### config.mk
export PLATFORM = sky130hd
export DESIGN_NAME = timer_device_flat
export DESIGN_NICKNAME = d
export VERILOG_FILES = /design/src/rtl/timer_device_pkg.sv /design/src/rtl/timer_device_if.sv /design/src/rtl/timer_device.sv /design/src/flat_wrapper.sv
export SDC_FILE = /design/constraint.sdc
export NUM_CORES = 1
export LEC_CHECK = 0
export BUFFER_PORTS_ARGS = -buffer_cell sky130_fd_sc_hd__buf_2
export CAP_MARGIN = 20
export CORE_ASPECT_RATIO = 0.75
export CORE_MARGIN = 3
export CORE_UTILIZATION = 50
export CTS_CLUSTER_DIAMETER = 80
export DETAILED_ROUTE_END_ITERATION = 16
export HOLD_SLACK_MARGIN = 0.05
export PLACE_DENSITY = 0.8
export SYNTH_ARGS = -nofsm -noshare
export SYNTH_HDL_FRONTEND = slang
export SYNTH_SLANG_ARGS = --single-unit
export TNS_END_PERCENT = 30
### constraint.sdc
create_clock -name clk -period 9 [get_ports clk]
set_input_delay 1.8 -clock clk [delete_from_list [all_inputs] [get_ports clk]]
set_output_delay 1.8 -clock clk [all_outputs]
set_load 0.05 [all_outputs]
### src/rtl/timer_device_pkg.sv
// Shared constants for the DEV0 timer: register offsets, CTRL bit layout, MODE and FSM encodings.
// Optional prescaler is enabled with the TIMER_PRESCALE_EN macro (see timer_device.sv).
package timer_device_pkg;

    typedef logic [1:0] reg_off_t;
    typedef logic [1:0] state_t;

    localparam logic [31:0] DEV_BASE = 32'h0000_7F00;
    localparam logic [31:0] DEV_LAST = 32'h0000_7F0F;

    localparam reg_off_t OFF_CTRL   = 2'b00;
    localparam reg_off_t OFF_PRESET = 2'b01;
    localparam reg_off_t OFF_COUNT  = 2'b10;
    localparam reg_off_t OFF_RSVD   = 2'b11;

    localparam int CTRL_EN      = 0;
    localparam int CTRL_MODE_LO = 1;
    localparam int CTRL_MODE_HI = 2;
    localparam int CTRL_IM      = 3;
    localparam int CTRL_PSC_LO  = 4;

    localparam logic [1:0] MODE_ONESHOT = 2'b00;
    localparam logic [1:0] MODE_RELOAD  = 2'b01;

    localparam state_t ST_IDLE = 2'd0;
    localparam state_t ST_LOAD = 2'd1;
    localparam state_t ST_CNT  = 2'd2;
    localparam state_t ST_INT  = 2'd3;

endpackage

### src/rtl/timer_device_if.sv
// Bridge-side bus of the timer: word address, write strobe/data, read data and IRQ.
interface timer_device_if;
    logic [29:0] Addr;
    logic        WE;
    logic [31:0] Din;
    logic [31:0] Dout;
    logic        IRQ;

    modport master (output Addr, WE, Din, input Dout, IRQ);
    modport slave  (input Addr, WE, Din, output Dout, IRQ);
endinterface

### src/rtl/timer_device.sv
// Memory-mapped down-counting timer with one-shot / auto-reload modes and a level IRQ.
// Define TIMER_PRESCALE_EN to add the CTRL prescale field and prescale counter.
module timer_device
    import timer_device_pkg::*;
#(
    parameter logic [31:0] RESET_PRESET = 32'h0000_0000,
    parameter int          PRESCALE_W   = 8
) (
    input  logic           clk,
    input  logic           reset,
    timer_device_if.slave  bus
);

`ifdef TIMER_PRESCALE_EN
    localparam logic [31:0] CTRL_WMASK =
        32'h0000_000F | (((32'd1 << PRESCALE_W) - 32'd1) << CTRL_PSC_LO);
`else
    localparam logic [31:0] CTRL_WMASK = 32'h0000_000F;
`endif

    logic [31:0] ctrl, preset, count;
    state_t      state;
    logic        irq_flag;
    reg_off_t    sel;
    logic        ctrl_wr, preset_wr, reload, tick;
    logic        unused_addr;

    // Addr carries byte-address bits [31:2]; bits [3:2] land at Addr[1:0]
    assign sel         = bus.Addr[1:0];
    assign unused_addr = ^bus.Addr[29:2];
    assign ctrl_wr     = bus.WE && (sel == OFF_CTRL);
    assign preset_wr   = bus.WE && (sel == OFF_PRESET);
    assign reload      = (ctrl[CTRL_MODE_HI:CTRL_MODE_LO] == MODE_RELOAD);

`ifdef TIMER_PRESCALE_EN
    logic [PRESCALE_W-1:0] psc;

    assign tick = (psc == ctrl[CTRL_PSC_LO +: PRESCALE_W]);

    always_ff @(posedge clk or posedge reset) begin
        if (reset)
            psc <= '0;
        else if (state == ST_LOAD)
            psc <= '0;
        else if (state == ST_CNT && ctrl[CTRL_EN])
            psc <= tick ? '0 : psc + PRESCALE_W'(1);
    end
`else
    assign tick = 1'b1;
`endif

    always_ff @(posedge clk or posedge reset) begin
        if (reset) begin
            ctrl     <= '0;
            preset   <= RESET_PRESET;
            count    <= '0;
            state    <= ST_IDLE;
            irq_flag <= 1'b0;
        end else begin
            case (state)
                ST_IDLE: if (ctrl[CTRL_EN]) state <= ST_LOAD;
                ST_LOAD: begin
                    count <= preset;
                    state <= ST_CNT;
                end
                ST_CNT: begin
                    if (!ctrl[CTRL_EN]) begin
                        state <= ST_IDLE;
                    end else if (tick) begin
                        if (count > 32'd1) begin
                            count <= count - 32'd1;
                        end else begin
                            count    <= '0;
                            irq_flag <= 1'b1;
                            state    <= ST_INT;
                        end
                    end
                end
                ST_INT: begin
                    if (reload) begin
                        irq_flag <= 1'b0;
                        state    <= ST_LOAD;
                    end else begin
                        state    <= ST_IDLE;
                    end
                end
                default: state <= ST_IDLE;
            endcase

            // A CPU write to CTRL overrides the one-shot EN clear and drops any pending IRQ
            if (ctrl_wr) begin
                ctrl     <= bus.Din & CTRL_WMASK;
                irq_flag <= 1'b0;
            end else if (state == ST_INT && !reload) begin
                ctrl[CTRL_EN] <= 1'b0;
            end

            if (preset_wr)
                preset <= bus.Din;
        end
    end

    always_comb begin
        bus.Dout = '0;
        case (sel)
            OFF_CTRL:   bus.Dout = ctrl;
            OFF_PRESET: bus.Dout = preset;
            OFF_COUNT:  bus.Dout = count;
            default:    bus.Dout = '0;
        endcase
    end

    assign bus.IRQ = irq_flag & ctrl[CTRL_IM];

endmodule

### src/flat_wrapper.sv
// flat-port wrapper written by rule: the top's interface ports become plain ports
module timer_device_flat import timer_device_pkg::*;
#(
    parameter logic [31:0] RESET_PRESET = 32'h0000_0000,
    parameter int          PRESCALE_W   = 8
)
  (clk, reset, bus_Addr, bus_WE, bus_Din, bus_Dout, bus_IRQ);
  timer_device_if bus_i ();
  input  logic clk;
  input  logic reset;
  input wire logic [$bits(bus_i.Addr)-1:0] bus_Addr;
  input wire logic [$bits(bus_i.WE)-1:0] bus_WE;
  input wire logic [$bits(bus_i.Din)-1:0] bus_Din;
  output wire logic [$bits(bus_i.Dout)-1:0] bus_Dout;
  output wire logic [$bits(bus_i.IRQ)-1:0] bus_IRQ;
  assign bus_i.Addr = bus_Addr;
  assign bus_i.WE = bus_WE;
  assign bus_i.Din = bus_Din;
  assign bus_Dout = bus_i.Dout;
  assign bus_IRQ = bus_i.IRQ;
  timer_device #(.RESET_PRESET(RESET_PRESET), .PRESCALE_W(PRESCALE_W)) u_core (.clk(clk), .reset(reset), .bus(bus_i));
endmodule
# Word-level counts from Yosys, hierarchy flattened
# Cells that the tools add are included.
# op_classes
bitwise_logic	1
n_eq_ne	12
n_addsub	1
n_mux	16
order_cmp	1
n_reduce_logical	12
# ops
cell	n
32-bit case mux with 3 select lines	1
32-bit 2-to-1 mux	2
32-bit case mux with 2 select lines	1
32-bit by 1-bit > comparator with 1-bit output (second input constant)	1
32-bit by 1-bit subtractor with 32-bit output (second input constant)	1
2-bit case mux with 4 select lines	1
1-bit 2-to-1 mux	7
2-bit by 1-bit equality test with 1-bit output (second input constant)	3
2-bit equality test (second input constant)	3
2-bit 2-to-1 mux	3
3-bit by 1-bit != test with 1-bit output (second input constant)	2
2-bit logical NOT	2
2-bit by 1-bit != test with 1-bit output (second input constant)	2
2-bit AND reduction	2
4-bit AND reduction	1
2-bit nonzero test	2
1-bit logical AND	3
3-bit by 2-bit != test with 1-bit output (second input constant)	1
3-bit != test (second input constant)	1
3-bit nonzero test	1
1-bit case mux with 2 select lines	1
1-bit bitwise AND	1
1-bit logical NOT	1
# totals
word_cells	49
register_bits	71
output_inout_bits	33
in_bits	65

# Depth between registers and ports, before layout
# depth
ltp_word	5
ltp_mapped	10
mapped_depth_nobuf	8

# Worst setup path after synthesis
# Ideal clock, no wire load.
# synth_timing
path_type	input -> output
startpoint	in bus_Addr[1]
endpoint	out bus_Dout[10]
required_ps	7200
path_slack_ps	3933
t_arrival_ps	3267
path_buffers	3
path_stages	5
path_cell_list	clkbuf_1 > nor2b_1 > clkbuf_1 > buf_1 > a22o_1
# synth_between
elab_chain_cells	2
word_cells_on_any_way	4
classes_between	2 x eq/ne; 1 x mux; 1 x reduce/logical
# synth_rtl
element	line_no	text
start, declared	flat_wrapper.sv:11	input wire logic [$bits(bus_i.Addr)-1:0] bus_Addr;
2-bit equality test (tied with other cells)	timer_device.sv:105	case (sel)
32-bit case mux with 3 select lines *	timer_device.sv:105	
end, declared	flat_wrapper.sv:14	output wire logic [$bits(bus_i.Dout)-1:0] bus_Dout;
# Mark *: on every way between the ends. The rest lies on a longest branch, timed or not.

# Worst setup path in the final report
# layout_timing
startpoint	in bus_Addr[0]
endpoint	out bus_Dout[6]
# Same word-level chain as after synthesis.

==> metrics.md <==
| Metric | Value |
|---|---|
| Global route overflow | 0 |
| Post-route ant nets | 0 |
| GRT Overall Usage | 22.8% |
| HP Class | flip-flop to flip-flop |
| Vias | 3406 |
| Layout Utilization | 61.0% |
| R2r worst-path depth | 8 |
| CP required | 7.20 ns |
| Setup CP Type | input pin to primary output |
| Max Cap Viol | 0 |
| Fillers | 641 |
| Placed cell count | 535 |
| Register share of total power | 39.9% |
| Pre-antenna DRT Iters | 6 |
| CP max stage cell | nor2b_2 |
| Clk slew on worst S/H paths | 0.07 ns |
| Mean post-synth cell area | 10.1 µm² |
| DIE AREA | 8950 µm² |
| Vias in the first global route | 3289 |
| Post-synthesis register bit count | 71 |
| Power share of the clock group | 20.4% |
| Cell count of the worst hold path | 1 |
| Async SR Flop Fraction | 100% |
| Layout area overhead | 16.3% |
| Number of synthesized flops with an enable pin | 0 |
| Seq/Total Area, Yosys | 45.3% |
| Setup crit end kind | primary output |
| Commonest non-fill, non-tap cell in the layout | dfrtp_1 |
| Initial antenna violation count | 0 |
| Fin cells | 552 |
| ANT cells | 0 |
| Hold Vio Cnt, Final | 0 |
| Routed wire per std cell | 17.9 µm |
| Post-CTS setup buffers | 0 |
| Share of post-route cells with drive strength above 1 | 33.7% |
| Min cycle time layout | 5.23 ns |
| Status | finished, final reports clean |
| Ports | 98 |
| Floorplan row count | 27 |
| Crit path top cell by count | buf_2 |
| Post-Route Setup TNS | 0 ns |
| Global placement routability congestion | 0.846 |
| Leakage | 0.00201 µW |
| CORE AREA | 7470 µm² |
| Max Root-Sink Buffers | 2 |
| Max stage delay on crit path | 0.64 ns |
| Post-synth net total | 454 |
| Sink Count | 71 |
| Post-synth cell types | 52 |
| Max Slew Vio Count | 0 |
| CTS resizes | 0 |
| Max Fclk | 0.191 GHz |
| Switching Share | 42.6% |
| Fin crit share | 58.1% |
| CTS tree | built |
| PortBufs | 69 |
| Post-placement cell area | 4320 µm² |
| CTS buffer count | 9 |
| Avg Vias per Cell | 6.17 |
| # DRC | 0 |
| Synthesized instance count | 387 |
| Cell Area, Synth | 3920 µm² |
| Worst-Margin Slew | 1.01 ns |
| Post-Route WL | 9890 µm |
| Unrepaired setup endpoints after global routing | false |
| Worst-path cell chain | buf_2 -> nor2b_2 -> buf_4 -> a22o_1 -> buf_2 |
| Starting Density | 52.5% |
| Later-pin clock latency in the skew report | 0.35 ns |
| Slew margin rel. | 32.7% |
| Pin count of the biggest net entering global routing | 72 |
| Net load switching power | 603 µW |
| WHS | 0.526 ns |
| Crit path max fanout | 18 |
| Hold_buf cts | 0 |
| Synth warnings | 0 |
| Die Wd | 108 µm |
| Most frequent cells in the layout | dfrtp_1 (71), buf_2 (69), mux2_2 (35) |
| Combinational share of power | 39.8% |
| Nets | 513 |
| Root Buffer | clkbuf_8 |
| Int Pwr | 813 µW |
| Clock Skew | 0.00565 ns |
| First-pass GRT wire length | 15800 µm |
| Startpoint Class | input pin |
| Iter 0 DRT Violations | 287 |
| Peak VDD IR | 0.000136 V |
| # setup viols final | 0 |
| PwrDens | 311 nW/µm² |
| Crit path DAT | 3.43 ns |
| Top FF cell, synth | dfrtp_1 |
| Post-route cell area | 4560 µm² |
| Die H | 82.7 µm |
| Post-DP HPWL | 6480 µm |
| H-tree depth | 3 |
[Yosys cell counts, types with 4 or more instances]
| cell type | count | area share (%) |
|---|---|---|
| nand2_1 | 34 | 3.3 |
| a21oi_1 | 11 | 1.4 |
| or3_1 | 6 | 0.96 |
| inv_1 | 9 | 0.86 |
| a22oi_1 | 13 | 2.5 |
| nand2b_1 | 7 | 1.1 |
| o21ai_0 | 15 | 1.9 |
| a221o_1 | 4 | 1.0 |
| a22o_1 | 27 | 6.0 |
| mux2_2 | 35 | 10 |
| nor4_1 | 8 | 1.3 |
| or3_2 | 6 | 1.1 |
| nand3_1 | 24 | 3.1 |
| or2_2 | 5 | 0.80 |
| nor2b_1 | 6 | 0.96 |
| mux2i_1 | 4 | 1.0 |
| a32oi_1 | 4 | 0.89 |
| nor2_1 | 13 | 1.2 |
| clkbuf_1 | 19 | 1.8 |
| buf_1 | 5 | 0.48 |
| o311ai_0 | 8 | 1.8 |
| nor3_1 | 5 | 0.64 |
| dfrtp_1 | 71 | 45 |
[cell type report]
| class | instances | area (µm²) | area share (%) |
|---|---|---|---|
| Tap cell | 101 | 126 | 2.77 |
| Sequential cell | 71 | 1780 | 39.0 |
| Timing Repair Buffer | 76 | 398 | 8.73 |
| Clock buffer | 13 | 159 | 3.49 |
| Inverter | 9 | 33.8 | 0.742 |
| Clock inverter | 3 | 65.1 | 1.43 |
| Multi-Input combinational cell | 279 | 2000 | 43.8 |
[metal layers]
metal	wire (µm)	track usage, %
met1	4300	29.2
met2	4540	37.3
met5	0	0
met3	918	7.30
met4	124	6.81
[critical path, delay by kind of cell]
kind            cells  cell delay (ns)
buf+inv             3             0.79
simple gates        1             0.64
compound gates      1             0.19
[kinds of logic (layout without fill, tap and decap cells)]
kind of cell             after synthesis  count (layout)  synth area share, %
AO/OA/AOI/OAI                        107             107                 20.8
multiplexers                          39              39                 11.1
flip-flops                            71              71                 45.3
AND/OR/NAND/NOR                      131             131                 18.1
adder cells (fa/ha/maj)                2               2                0.638
buffers and inverters                 37             101                 3.99
[state kept, by name, indices dropped and copies added (netlist names)]
signal and cells:
u_core.count 32, u_core.ctrl 4, u_core.irq_flag 1, u_core.state 2, u_core.preset 32
[metrics by stage]
step                      total power [µW]  worst slack, ns
after floorplan                        972             3.93
after global placement                1090             3.80
after detailed placement              1120             3.77
after CTS                             1410             3.77
after global routing                  1510             3.69
final                                 1420             3.77
[power by group through the flow]
stage	sequential [µW]	clock (µW)	combinational (µW)
3_3_place_gp	555	0	537
3_5_place_dp	564	0	554
2_1_floorplan	518	0	453
4_1_cts	559	293	562
6_report	564	288	563
5_1_grt	580	309	618
[path summary, 6_finish.rpt]
check	from	to	slack (ns)
max in group asynchronous	reset	u_core.preset[31]$_DFFE_PP0P_	6.70
setup reg to reg	u_core.count[0]$_DFFE_PP0P_	u_core.count[22]$_DFFE_PP0P_	5.80
min in group asynchronous	reset	u_core.preset[4]$_DFFE_PP0P_	1.70
setup / recovery	bus_Addr[0]	bus_Dout[6]	3.77
hold / removal	u_core.count[6]$_DFFE_PP0P_	u_core.count[6]$_DFFE_PP0P_	0.53
hold reg to reg	u_core.count[6]$_DFFE_PP0P_	u_core.count[6]$_DFFE_PP0P_	0.53
Power figures use the tool's default switching activity.
